**src/rtl/mem_port_arbiter_pkg.sv**
```systemverilog
// mem_port_arbiter_pkg: shared width, state and owner encodings for the memory port arbiter
package mem_port_arbiter_pkg;
  localparam int DATA_WIDTH = 32;
  localparam logic [1:0] ST_IDLE = 2'd0;
  localparam logic [1:0] ST_ISSUE = 2'd1;
  localparam logic [1:0] ST_WAIT = 2'd2;
  localparam logic [1:0] ST_RESP = 2'd3;
  localparam logic OWN_I = 1'b0;
  localparam logic OWN_D = 1'b1;
  typedef struct packed {
    logic we;
    logic [DATA_WIDTH-1:0] addr;
    logic [DATA_WIDTH-1:0] wdata;
    logic [3:0] wstrb;
  } mem_cmd_t;
endpackage

```
**src/rtl/mem_arb_timer.sv**
```systemverilog
// mem_arb_timer: issue-to-response cycle counter that flags expiry at TIMEOUT
module mem_arb_timer #(
  parameter int TIMEOUT = 255
) (
  input  logic clk,
  input  logic reset,
  input  logic clr,
  input  logic en,
  output logic expire
);
  localparam int W = TIMEOUT > 0 ? $clog2(TIMEOUT + 1) : 1;
  logic [W-1:0] count;
  always_ff @(posedge clk or posedge reset)
    if (reset) count <= '0;
    else if (clr) count <= '0;
    else if (en) count <= count + 1'b1;
  assign expire = en & (count == W'(TIMEOUT));
endmodule

```
**src/rtl/mem_port_arbiter.sv**
```systemverilog
// mem_port_arbiter: shares one memory port between fetch (I) and load/store (D), one transaction at a time
module mem_port_arbiter
  import mem_port_arbiter_pkg::*;
#(
  parameter int TIMEOUT = 255,
  parameter int STARVE_LIMIT = 2
) (
  input  logic                  clk,
  input  logic                  reset,
  input  logic                  i_req,
  input  logic [DATA_WIDTH-1:0] i_addr,
  input  logic                  i_flush,
  output logic [DATA_WIDTH-1:0] i_rdata,
  output logic                  i_valid,
  output logic                  i_err,
  input  logic                  d_req,
  input  logic                  d_we,
  input  logic [DATA_WIDTH-1:0] d_addr,
  input  logic [DATA_WIDTH-1:0] d_wdata,
  input  logic [3:0]            d_wstrb,
  output logic [DATA_WIDTH-1:0] d_rdata,
  output logic                  d_valid,
  output logic                  d_err,
  output logic                  mem_req,
  output logic                  mem_we,
  output logic [DATA_WIDTH-1:0] mem_addr,
  output logic [DATA_WIDTH-1:0] mem_wdata,
  output logic [3:0]            mem_wstrb,
  input  logic                  mem_gnt,
  input  logic [DATA_WIDTH-1:0] mem_rdata,
  input  logic                  mem_rvalid
);
  localparam int SW = STARVE_LIMIT > 0 ? $clog2(STARVE_LIMIT + 1) : 1;
  logic [1:0] state, nxt;
  logic owner, drop, err_q, expire;
  logic [SW-1:0] starve;
  mem_cmd_t cmd;
  logic idle, issue, wait_s, resp, own_i, i_ok, d_win, abort, done_ok, tout, start;
  assign idle = state == ST_IDLE;
  assign issue = state == ST_ISSUE;
  assign wait_s = state == ST_WAIT;
  assign resp = state == ST_RESP;
  assign own_i = owner == OWN_I;
  // A fetch being flushed this cycle may not win arbitration
  assign i_ok = i_req & ~i_flush;
  assign d_win = d_req & ~(i_ok & (starve == SW'(STARVE_LIMIT)));
  assign start = idle & (i_ok | d_req);
  assign abort = issue & own_i & i_flush;
  assign done_ok = ~abort & ((issue & mem_gnt & mem_rvalid) | (wait_s & mem_rvalid));
  assign tout = expire & ~done_ok & ~abort;
  assign nxt = idle ? (start ? ST_ISSUE : ST_IDLE)
             : resp ? ST_IDLE
             : abort ? ST_IDLE
             : (done_ok | tout) ? ST_RESP
             : (issue & mem_gnt) ? ST_WAIT : state;
  mem_arb_timer #(.TIMEOUT(TIMEOUT)) u_timer (
    .clk(clk),
    .reset(reset),
    .clr(idle),
    .en(issue | wait_s),
    .expire(expire)
  );
  always_ff @(posedge clk or posedge reset)
    if (reset) begin
      state <= ST_IDLE;
      owner <= OWN_I;
      drop <= 1'b0;
      err_q <= 1'b0;
      starve <= '0;
      cmd <= '0;
      i_rdata <= '0;
      d_rdata <= '0;
    end else begin
      state <= nxt;
      drop <= idle ? 1'b0 : (own_i & i_flush & (wait_s | resp)) ? 1'b1 : drop;
      if (!resp) err_q <= tout;
      if (start) begin
        owner <= d_win ? OWN_D : OWN_I;
        cmd <= d_win ? {d_we, d_addr, d_wdata, d_wstrb} : {1'b0, i_addr, {DATA_WIDTH{1'b0}}, 4'h0};
        starve <= d_win ? (i_ok ? starve + 1'b1 : starve) : '0;
      end
      if (done_ok && own_i) i_rdata <= mem_rdata;
      if (done_ok && !own_i) d_rdata <= cmd.we ? '0 : mem_rdata;
    end
  assign mem_req = issue;
  assign mem_we = cmd.we;
  assign mem_addr = cmd.addr;
  assign mem_wdata = cmd.wdata;
  assign mem_wstrb = cmd.wstrb;
  // A flush during WAIT or RESP silences the fetch reply, including a flush raised in RESP itself
  assign i_valid = resp & own_i & ~err_q & ~drop & ~i_flush;
  assign i_err = resp & own_i & err_q & ~drop & ~i_flush;
  assign d_valid = resp & ~own_i & ~err_q;
  assign d_err = resp & ~own_i & err_q;
endmodule
```
**config.mk**
```make
export PLATFORM = sky130hd
export DESIGN_NAME = mem_port_arbiter
export DESIGN_NICKNAME = d
export VERILOG_FILES = /design/src/rtl/mem_port_arbiter_pkg.sv /design/src/rtl/mem_arb_timer.sv /design/src/rtl/mem_port_arbiter.sv
export SDC_FILE = /design/constraint.sdc
export NUM_CORES = 1
export LEC_CHECK = 0
export CAP_MARGIN = 20
export CORE_MARGIN = 4
export CORE_UTILIZATION = 35
export CTS_CLUSTER_SIZE = 24
export DETAILED_ROUTE_END_ITERATION = 8
export PLACE_DENSITY_LB_ADDON = 0.15
export SYNTH_ARGS = -nofsm -noshare
export SYNTH_HDL_FRONTEND = slang
export SYNTH_SLANG_ARGS = --single-unit
```
**constraint.sdc**
```tcl
create_clock -name clk -period 12.7 [get_ports clk]
set_input_delay 2.54 -clock clk [delete_from_list [all_inputs] [get_ports clk]]
set_output_delay 2.54 -clock clk [all_outputs]
set_load 0.05 [all_outputs]
```
---- Yosys cells after proc, flatten, opt, wreduce, memory -nomap -nowiden ----
Index checks and enable logic that the tools add are counted.
storage, ports and cells
  bits in registers ....................... 148
  bits of input ports ..................... 140
  output and inout port bits .............. 138
  word-level logic and storage cells ...... 79
operators by class
  add/sub/neg operators ................... 2
  equal/unequal tests ..................... 6
  multiplexer cells ....................... 15
  bitwise gates (word level) .............. 37
  reduce and logical (&&, ||, !) cells .... 7
operator list
  kind                                            count
  two-way mux 69 bit                              1
  two-way mux 32 bit                              1
  AND 1 bit                                       25
  two-way mux 8 bit                               2
  two-way mux 2 bit                               7
  adder 8 x 1 -> 8 bit (second input constant)    1
  == test 8 bit (second input constant)           1
  NOT 1 bit                                       7
  == test 2 bit (second input constant)           3
  bitwise OR 1 bit                                5
  nonzero test 5 bit                              1
  two-way mux 1 bit                               4
  nonzero test 2 bit                              2
  adder 2 x 1 -> 2 bit (second input constant)    1
  == test 2 x 1 -> 1 bit (second input constant)  1
  logical AND 1 bit                               2
  zero test 2 bit                                 1
  != test 2 bit (second input constant)           1
  AND reduction 2 bit                             1

---- Logic depth before layout (Yosys ltp) ----
Gate-level depths: netlist of run 1.
  word-level depth ........................ 13
  gate-level depth with buffers ........... 8

---- Cells and area by module ----
From an unflattened synthesis of run 1, not the netlist that was laid out.
unflattened totals
  cell total of the unflattened synthesis .. 518
  area total of the unflattened synthesis .. 6,279.8 um^2
modules (own cells, without submodules)
  module            times used  cells each  area each (um^2)
  mem_port_arbiter  1           477         5,860.6
  mem_arb_timer     1           41          419.2

---- Worst setup path after synthesis of run 1 ----
OpenSTA, ideal clock, no wires.
  kind .................................... input-to-output
  start ................................... input port i_flush
  end ..................................... output port i_err
  data arrival time ....................... 4.095 ns
  data required time ...................... 10.160 ns
  setup slack ............................. 6.065 ns
  stages on the path ...................... 1
  path buffers ............................ 0
  path through ............................ nor4_1
between the ends
  cells in the longest elaborated chain, start to end .. 2
RTL lines
  item         line                    source
  from (decl)  mem_port_arbiter.sv:12  input logic i_flush,
  NOT 1 bit    mem_port_arbiter.sv:92  assign i_err = resp & own_i & err_q & ~drop & ~i_flush;
  AND 1 bit    mem_port_arbiter.sv:92
  to (decl)    mem_port_arbiter.sv:15  output logic i_err,
No other way between the ends.

---- Worst setup path in the final report of run 1 ----
Ends and elaborated chain as after synthesis.

==> reports/qor.csv, run 1 <==
stage;metric;value;unit
status;status;finished clean;
hold_path;min-delay worst type;reg2reg;
sta;Fmax achieved;0.144;GHz
setup_path;cell repeated most along the worst path;clkdlybuf4s50_1;
global_route;GRT Max-Usage Layer;met2;
final_layout;most frequent cells in the layout;clkdlybuf4s50_1, dfrtp_1, nand2_1, o21ai_0, a22o_1;
global_route;met2 usage;0.273;
sta;Slew @ Worst Pin;1.00;ns
cts;Clock Sinks;148;
global_route;largest net degree at the start of global routing;90;
cts;root buffer cell;clkbuf_16;
final_layout;Fillers;1453;
placement;HPWL after DPL;12900;µm
drt;WL/cell;17.3;µm
drt;vias per inst;4.78;
setup_path;Worst R2R End;mem_addr[23]$_DFFE_PP0P_;
power;total power;2.97;mW
yosys;Seq/Total Area, Yosys;0.587;
global_route;number of global-route vias before repair;5052;
sta;period utilisation layout;0.548;
flow_run;max cap viols;0;
final_layout;most common cell after layout, fill and taps aside;clkdlybuf4s50_1;
drt;DRT iter0 DRCs;178;
global_route;GRT Overall Usage;0.174;
setup_path;CP Max Fanout;5;
cts;# resized after CTS;0;
floorplanning;IO Pins;278;
setup_path;Critical Path Sink;i_err;
global_route;total congestion overflow;0;
cts;CTS tree;done;
yosys;Post-Syn Instances;526;
global_route;global-route wire length before repair;27600;µm
setup_path;critical path class;in2out;
cts;CTS clock-pin slew for the worst setup and hold paths;0.07;ns
final_layout;final core utilization;0.564;
floorplanning;core area;17500;µm²
power;maximum VDD drop;0.000172;V
placement;Post-Place Cells;998;
setup_path;Reg-to-Reg Start;state[0]$_DFFE_PP0P_;
global_route;antenna violations before repair;0;
sta;TNS Setup;0;ns
drt;Detail Route Antenna Nets;0;
final_layout;Final Non-Filler Cells;1031;
final_layout;share of cells above drive strength 1;0.0968;
setup_path;worst setup path start;i_flush;
sta;Slew HR;0.333;
power;PD cells;301;nW/µm²
floorplanning;die width;142;µm
drt;# DRC;0;
setup_path;Slowest cell on crit path;clkdlybuf4s50_1;
yosys;mapped cell area;6310;µm²
global_route;met1 Resource Use GR;0.224;
floorplanning;site row count;48;
hold_path;hold path start;d_rdata[19]$_DFFE_PP0P_;
cts;TritonCTS Buffers;17;
yosys;Mean Syn Cell Area;12.0;µm²
global_route;met3 global-route usage;0.0817;
cts;Hold Buf Count CTS;0;
setup_path;Crit. End Element;primary output;
sta;worst clock skew;0.00782;ns
sta;# setup viols final;0;
floorplanning;die extent in y;142;µm
cts;worst skew pair latency;0.41;ns
sta;Fin Hold WS;0.477;ns
sta;Min Clock Period, post-route;6.96;ns
setup_path;CP Launch Type;input port;
final_layout;# nets final;940;
yosys;Synthesis Warnings;0;
floorplanning;Starting Density;0.361;
cts;Post-CTS Setup Bufs;0;
setup_path;CP Cell Sequence;clkdlybuf4s50_1 -> nor4_1 -> clkdlybuf4s50_1;
placement;Final Wtd Congestion;0.791;
sta;final hold viol count;0;
cts;maximum clock path buffer count;2;
drt;DR vias;4925;
final_layout;ant diodes;0;
floorplanning;die area;20200;µm²
power;Leak;4.44;nW
cts;H-Tree Depth;4;
sta;RSZ-0062 raised after global routing;no;
drt;Total Wirelength;17800;µm
setup_path;Reg2Reg Depth;5;
setup_path;CP arrival;4.42;ns
sta;Final Max Tran Viols;0;
yosys;Post-Syn Nets;673;
drt;TritonRoute pass-1 iters;4;
yosys;Yosys cell types;35;
yosys;Yosys reg bits;148;
setup_path;Max stage delay on crit path;0.88;ns
placement;port bufs;277;
final_layout;Area Overhead vs Synth;56.3;%
setup_path;Crit path required time;10.16;ns
setup_path;R2R Setup Slk;10.37;ns
metrics by stage:
stage | area, µm² | setup slack [ns]
floorplan | 6310 | 6.07
global placement | 9210 | 5.81
detailed placement | 9230 | 5.77
CTS | 9840 | 5.75
global route | 9860 | 5.68
finish | 9860 | 5.74
worst max-delay path: cells and delay by family:
family	cells	cell delay [ns]
buffers and inverters	2	1.45
and+or+nand+nor	1	0.43
logic make-up after synthesis:
| logic type | share of synthesized area |
|---|---|
| AO/OA/AOI/OAI | 0.127 |
| adder cells (fa/ha/maj) | 0.0139 |
| buffers and inverters | 0.0345 |
| flip-flops | 0.587 |
| multiplexers | 0.136 |
| AND/OR/NAND/NOR | 0.102 |
power breakdown:
part / switching, mW / total, mW / internal, mW
Sequential: 0.143 / 0.827 / 0.684
Combinational: 1.03 / 1.63 / 0.595
Clock: 0.212 / 0.514 / 0.302
Total: 1.39 / 2.97 / 1.58
metal layers:
layer,vias to the layer above,routed length (µm)
met1,2349,7500
li1,2366,-
met3,4,1980
met4,0,77
met2,206,8230
met5,-,0
synth_stat cells (all sizes together):
master	number	area share
dfrtp	148	0.59
o21ai	77	0.061
nand2	76	0.046
a22o	37	0.051
mux2	35	0.080
mux2i	35	0.056
nand2b	34	0.034
buf	19	0.022
clkbuf	14	0.0083
nor2	11	0.0069
ha	7	0.014
inv	7	0.0042
nand3	5	0.0040
a21o	3	0.0036
and3	3	0.0030
nor2b	2	0.0024
nor3	2	0.0016
nor4	2	0.0020
a211o	1	0.0028
a21bo	1	0.0016
a21oi	1	0.00079
a221o	1	0.0016
a41oi	1	0.0014
and2	1	0.00099
and4	1	0.0014
o31ai	1	0.0012
o41ai	1	0.0014
how the worst min path moves through the flow:
stage	end	slack, ns	cells after the start
after global routing	starve[1]$_DFFE_PP0P_	0.50	2
after floorplan	starve[1]$_DFFE_PP0P_	0.45	2
after detailed placement	mem_addr[2]$_DFFE_PP0P_	0.47	2
after global placement	mem_addr[28]$_DFFE_PP0P_	0.46	2
final	d_rdata[19]$_DFFE_PP0P_	0.48	2
after CTS	mem_addr[2]$_DFFE_PP0P_	0.48	2
area by class of cell:
type / instances / area (µm²) / area share
Sequential cell: 148 / 3700 / 0.376
Timing Repair Buffer: 281 / 2830 / 0.287
Multi-Input combinational cell: 338 / 2410 / 0.244
Clock buffer: 18 / 439 / 0.0445
Tap cell: 225 / 282 / 0.0286
Clock inverter: 14 / 169 / 0.0171
Inverter: 7 / 31.3 / 0.00317
flip-flops by register name, summed over array words and instances, names as in the netlist, 2 cells and up:
| name | flops |
|---|---|
| u_timer.count | 8 |
| state | 2 |
| mem_wdata | 32 |
| mem_wstrb | 4 |
| d_rdata | 32 |
| i_rdata | 32 |
| mem_addr | 32 |
| starve | 2 |
Note: power is estimated with default switching activity, not from simulation.
==> run 2: changes to the inputs <==
==> constraint.sdc (replaced) <==
create_clock -name clk -period 6.6 [get_ports clk]
set_input_delay 1.32 -clock clk [delete_from_list [all_inputs] [get_ports clk]]
set_output_delay 1.32 -clock clk [all_outputs]
set_load 0.05 [all_outputs]
==> reports/qor.csv, run 2 (synthesis gave the netlist of run 1 again) <==
stage;metric;value;unit
status;status;finished clean;
global_route;global-route wire length before repair;27600;µm
drt;DRT iter0 DRCs;225;
sta;Slew HR;0.328;
setup_path;CP arrival;3.15;ns
final_layout;most frequent cells in the layout;clkdlybuf4s50_1, dfrtp_1, nand2_1, o21ai_0, a22o_1;
power;total power;5.78;mW
global_route;total congestion overflow;0;
setup_path;CP Max Fanout;5;
global_route;number of global-route vias before repair;5229;
floorplanning;die area;20200;µm²
placement;HPWL after DPL;13000;µm
final_layout;Fillers;1485;
cts;# resized after CTS;0;
final_layout;ant diodes;0;
placement;worst slack at placement;2.11;ns
sta;period utilisation layout;0.677;
cts;Clock Sinks;148;
final_layout;share of cells above drive strength 1;0.0979;
cts;Hold Buf Count CTS;0;
floorplanning;Starting Density;0.361;
drt;# DRC;0;
global_route;largest net degree at the start of global routing;88;
final_layout;# nets final;941;
cts;root buffer cell;clkbuf_16;
sta;final hold viol count;0;
sta;Final Max Tran Viols;0;
cts;CTS clock-pin slew for the worst setup and hold paths;0.06;ns
setup_path;Crit path required time;5.28;ns
sta;final worst setup slack;2.13;ns
drt;WL/cell;17.2;µm
power;maximum VDD drop;0.000313;V
power;Leak;4.45;nW
cts;TritonCTS Buffers;17;
final_layout;most common cell after layout, fill and taps aside;clkdlybuf4s50_1;
placement;port bufs;277;
placement;Post-Place Cells;998;
final_layout;Area Overhead vs Synth;57.3;%
cts;H-Tree Depth;4;
flow_run;max cap viols;0;
drt;vias per inst;4.77;
cts;maximum clock path buffer count;2;
final_layout;Final Non-Filler Cells;1032;
sta;TNS Setup;0;ns
sta;Fin Hold WS;0.479;ns
drt;Detail Route Antenna Nets;0;
floorplanning;IO Pins;278;
sta;Slew @ Worst Pin;1.01;ns
drt;Total Wirelength;17700;µm
global_route;GRT Overall Usage;0.173;
cts;worst skew pair latency;0.41;ns
setup_path;critical path class;in2out;
sta;# setup viols final;0;
setup_path;Crit. End Element;primary output;
global_route;antenna violations before repair;0;
hold_path;min-delay worst type;reg2reg;
setup_path;CP Launch Type;input port;
power;PD cells;582;nW/µm²
sta;Fmax achieved;0.224;GHz
cts;CTS tree;done;
sta;worst clock skew;0.00895;ns
placement;Final Wtd Congestion;0.773;
floorplanning;site row count;48;
cts;Post-CTS Setup Bufs;0;
drt;TritonRoute pass-1 iters;4;
floorplanning;core area;17500;µm²
floorplanning;die extent in y;142;µm
sta;Min Clock Period, post-route;4.47;ns
floorplanning;die width;142;µm
drt;DR vias;4921;
sta;RSZ-0062 raised after global routing;no;
-- run 2: path summary, 6_finish.rpt --
check,start,end,slack [ns],depth (start not counted)
min in group asynchronous,reset,mem_addr[2]$_DFFE_PP0P_,1.42,2
worst min register to register,mem_addr[15]$_DFFE_PP0P_,mem_addr[15]$_DFFE_PP0P_,0.48,2
worst max register to register,state[0]$_DFFE_PP0P_,mem_wdata[12]$_DFFE_PP0P_,4.37,5
worst min-delay path,mem_addr[15]$_DFFE_PP0P_,mem_addr[15]$_DFFE_PP0P_,0.48,2
max in group asynchronous,reset,i_rdata[8]$_DFFE_PP0P_,3.85,3
worst max-delay path,i_flush,i_err,2.13,3
-- run 2: report_power, final --
| part | switching [mW] | internal (mW) |
|---|---|---|
| Sequential | 0.279 | 1.32 |
| Combinational | 1.98 | 1.15 |
| Clock | 0.386 | 0.660 |
| Total | 2.65 | 3.13 |
-- run 2: final cells by class --
type	count	area, µm²	share of cell area
clock buffers	19	453	0.0457
repair buffers	282	2850	0.287
flip-flops and latches	148	3700	0.373
well taps	225	282	0.0284
inverters	7	31.3	0.00315
clock inverters	13	198	0.0199
multi-input cells	338	2410	0.243
-- run 2: routing by layer --
metal	wire length, µm	vias to the layer above	part of all wire	GRT usage
met3	1840	13	0.10	0.0746
met4	169	0	0.0095	0.0500
met2	8230	221	0.46	0.281
met1	7460	2324	0.42	0.211
li1	-	2363	-	-
met5	0	-	0	0
-- run 2: critical path, cell delays in order --
cell and delay, ns:
clkdlybuf4s50_1 0.57, nor4_1 0.38, clkdlybuf4s50_1 0.88
-- run 2: per-stage QoR --
stage | area, µm² | util
3_5_place_dp | 9230 | 0.528
3_3_place_gp | 9210 | 0.527
4_1_cts | 9880 | 0.565
5_1_grt | 9920 | 0.568
2_1_floorplan | 6310 | -
6_report | 9920 | 0.568
==> run 3: changes to the inputs <==
==> constraint.sdc (replaced) <==
create_clock -name clk -period 3.6 [get_ports clk]
set_input_delay 0.72 -clock clk [delete_from_list [all_inputs] [get_ports clk]]
set_output_delay 0.72 -clock clk [all_outputs]
set_load 0.05 [all_outputs]
==> reports/qor.csv, run 3 (synthesis gave the netlist of run 1 again) <==
stage;metric;value;unit
sta;TNS Setup;0;ns
sta;Min Clock Period, post-route;2.94;ns
cts;# resized after CTS;0;
cts;TritonCTS Buffers;17;
cts;worst skew pair latency;0.42;ns
setup_path;critical path class;reg2out;
power;maximum VDD drop;0.000627;V
cts;Post-CTS Setup Bufs;0;
placement;Final Wtd Congestion;0.804;
sta;# setup viols final;0;
floorplanning;die width;142;µm
final_layout;Area Overhead vs Synth;55.9;%
sta;period utilisation layout;0.816;
placement;worst slack at placement;0.775;ns
placement;port bufs;277;
sta;RSZ-0062 raised after global routing;no;
flow_run;max cap viols;0;
cts;H-Tree Depth;4;
power;PD cells;1050;nW/µm²
drt;TritonRoute pass-1 iters;4;
global_route;total congestion overflow;0;
final_layout;register area;3700;µm²
drt;vias per inst;4.76;
drt;Detail Route Antenna Nets;0;
final_layout;# nets final;943;
global_route;GRT Overall Usage;0.174;
status;status;finished clean;
sta;Final Max Tran Viols;0;
setup_path;Reg2Reg Depth;6;
hold_path;min-delay worst type;reg2reg;
drt;DRT iter0 DRCs;172;
floorplanning;site row count;48;
cts;Hold Buf Count CTS;0;
drt;Total Wirelength;17900;µm
global_route;number of global-route vias before repair;5192;
final_layout;share of cells above drive strength 1;0.0989;
drt;# DRC;0;
cts;Clock Sinks;148;
hold_path;Hold Crit Depth;2;
sta;final worst setup slack;0.662;ns
setup_path;CP Launch Type;flip-flop;
setup_path;CP arrival;2.22;ns
floorplanning;core area;17500;µm²
cts;maximum clock path buffer count;2;
final_layout;most common cell after layout, fill and taps aside;clkdlybuf4s50_1;
cts;CTS clock-pin slew for the worst setup and hold paths;0.06;ns
setup_path;CP Max Fanout;7;
power;Leak;4.42;nW
floorplanning;die area;20200;µm²
drt;WL/cell;17.3;µm
floorplanning;IO Pins;278;
sta;final hold viol count;0;
cts;root buffer cell;clkbuf_16;
final_layout;area of the multi-input gates;2400;µm²
sta;Slew @ Worst Pin;0.893;ns
cts;CTS tree;done;
setup_path;Crit path required time;2.88;ns
sta;Fmax achieved;0.340;GHz
final_layout;Fillers;1409;
sta;Slew HR;0.405;
global_route;antenna violations before repair;1;
floorplanning;Starting Density;0.361;
global_route;global-route wire length before repair;27700;µm
drt;DR vias;4930;
global_route;largest net degree at the start of global routing;101;
floorplanning;die extent in y;142;µm
placement;HPWL after DPL;12900;µm
final_layout;most frequent cells in the layout;clkdlybuf4s50_1, dfrtp_1, nand2_1, o21ai_0, a22o_1;
sta;worst clock skew;0.0118;ns
setup_path;Crit. End Element;primary output;
run 3: cell count changes in the layout (fill, tap and decap cells not counted), sizes merged, moves of 2 or more:
| cell | before | now |
|---|---|---|
| clkinv | 3 | 6 |
| inv | 10 | 7 |
| clkdlybuf4s50 | 277 | 275 |
| buf | 5 | 9 |
| bufinv | 4 | 2 |
run 3: per-layer routing:
| layer | up-vias | GRT usage | part of all wire |
|---|---|---|---|
| met5 | - | 0 | 0 |
| met4 | 0 | 0.0460 | 0.0079 |
| met3 | 8 | 0.0833 | 0.11 |
| met2 | 203 | 0.264 | 0.45 |
| met1 | 2356 | 0.225 | 0.43 |
| li1 | 2363 | - | - |
run 3: layout make-up:
class                           count  area share
Sequential cell                   148       0.377
Multi-Input combinational cell    338       0.244
Clock buffer                       20      0.0444
Antenna cell                        1    0.000254
Tap cell                          225      0.0286
Timing Repair Buffer              284       0.289
Clock inverter                     12      0.0135
Inverter                            7     0.00305
run 3: report_power, final:
part / leakage, nW / internal (mW) / total [mW] / switching (mW)
registers: 1.85 / 2.41 / 2.87 / 0.455
logic: 2.30 / 2.11 / 5.78 / 3.67
clock network: 0.270 / 1.02 / 1.70 / 0.677
run 3: stage by stage:
step,utilization,cells,hold slack (ns),instance area [µm²],total power [mW]
after floorplan,-,526,0.453,6310,6.71
after global placement,0.530,1002,0.462,9260,8.62
after detailed placement,0.530,1002,0.470,9260,8.72
after CTS,0.563,1034,0.483,9830,10.5
after global routing,0.563,1035,0.501,9830,10.9
final,0.563,1035,0.477,9830,10.3
run 3: path summary, 6_finish.rpt:
check,startpoint,endpoint,slack (ns)
min in group asynchronous,reset,d_rdata[16]$_DFFE_PP0P_,0.77
worst max-delay path,state[1]$_DFFE_PP0P_,d_err,0.66
worst min register to register,mem_addr[12]$_DFFE_PP0P_,mem_addr[12]$_DFFE_PP0P_,0.48
worst max register to register,state[1]$_DFFE_PP0P_,i_rdata[14]$_DFFE_PP0P_,1.38
worst min-delay path,mem_addr[12]$_DFFE_PP0P_,mem_addr[12]$_DFFE_PP0P_,0.48
max in group asynchronous,reset,mem_addr[2]$_DFFE_PP0P_,2.02
run 3: worst max-delay path: stages, from the launching register on:
cell and delay (ns):
dfrtp_1 0.46, ha_1 0.26, nand2_1 0.15, nor2_1 0.13
clkdlybuf4s50_1 0.81
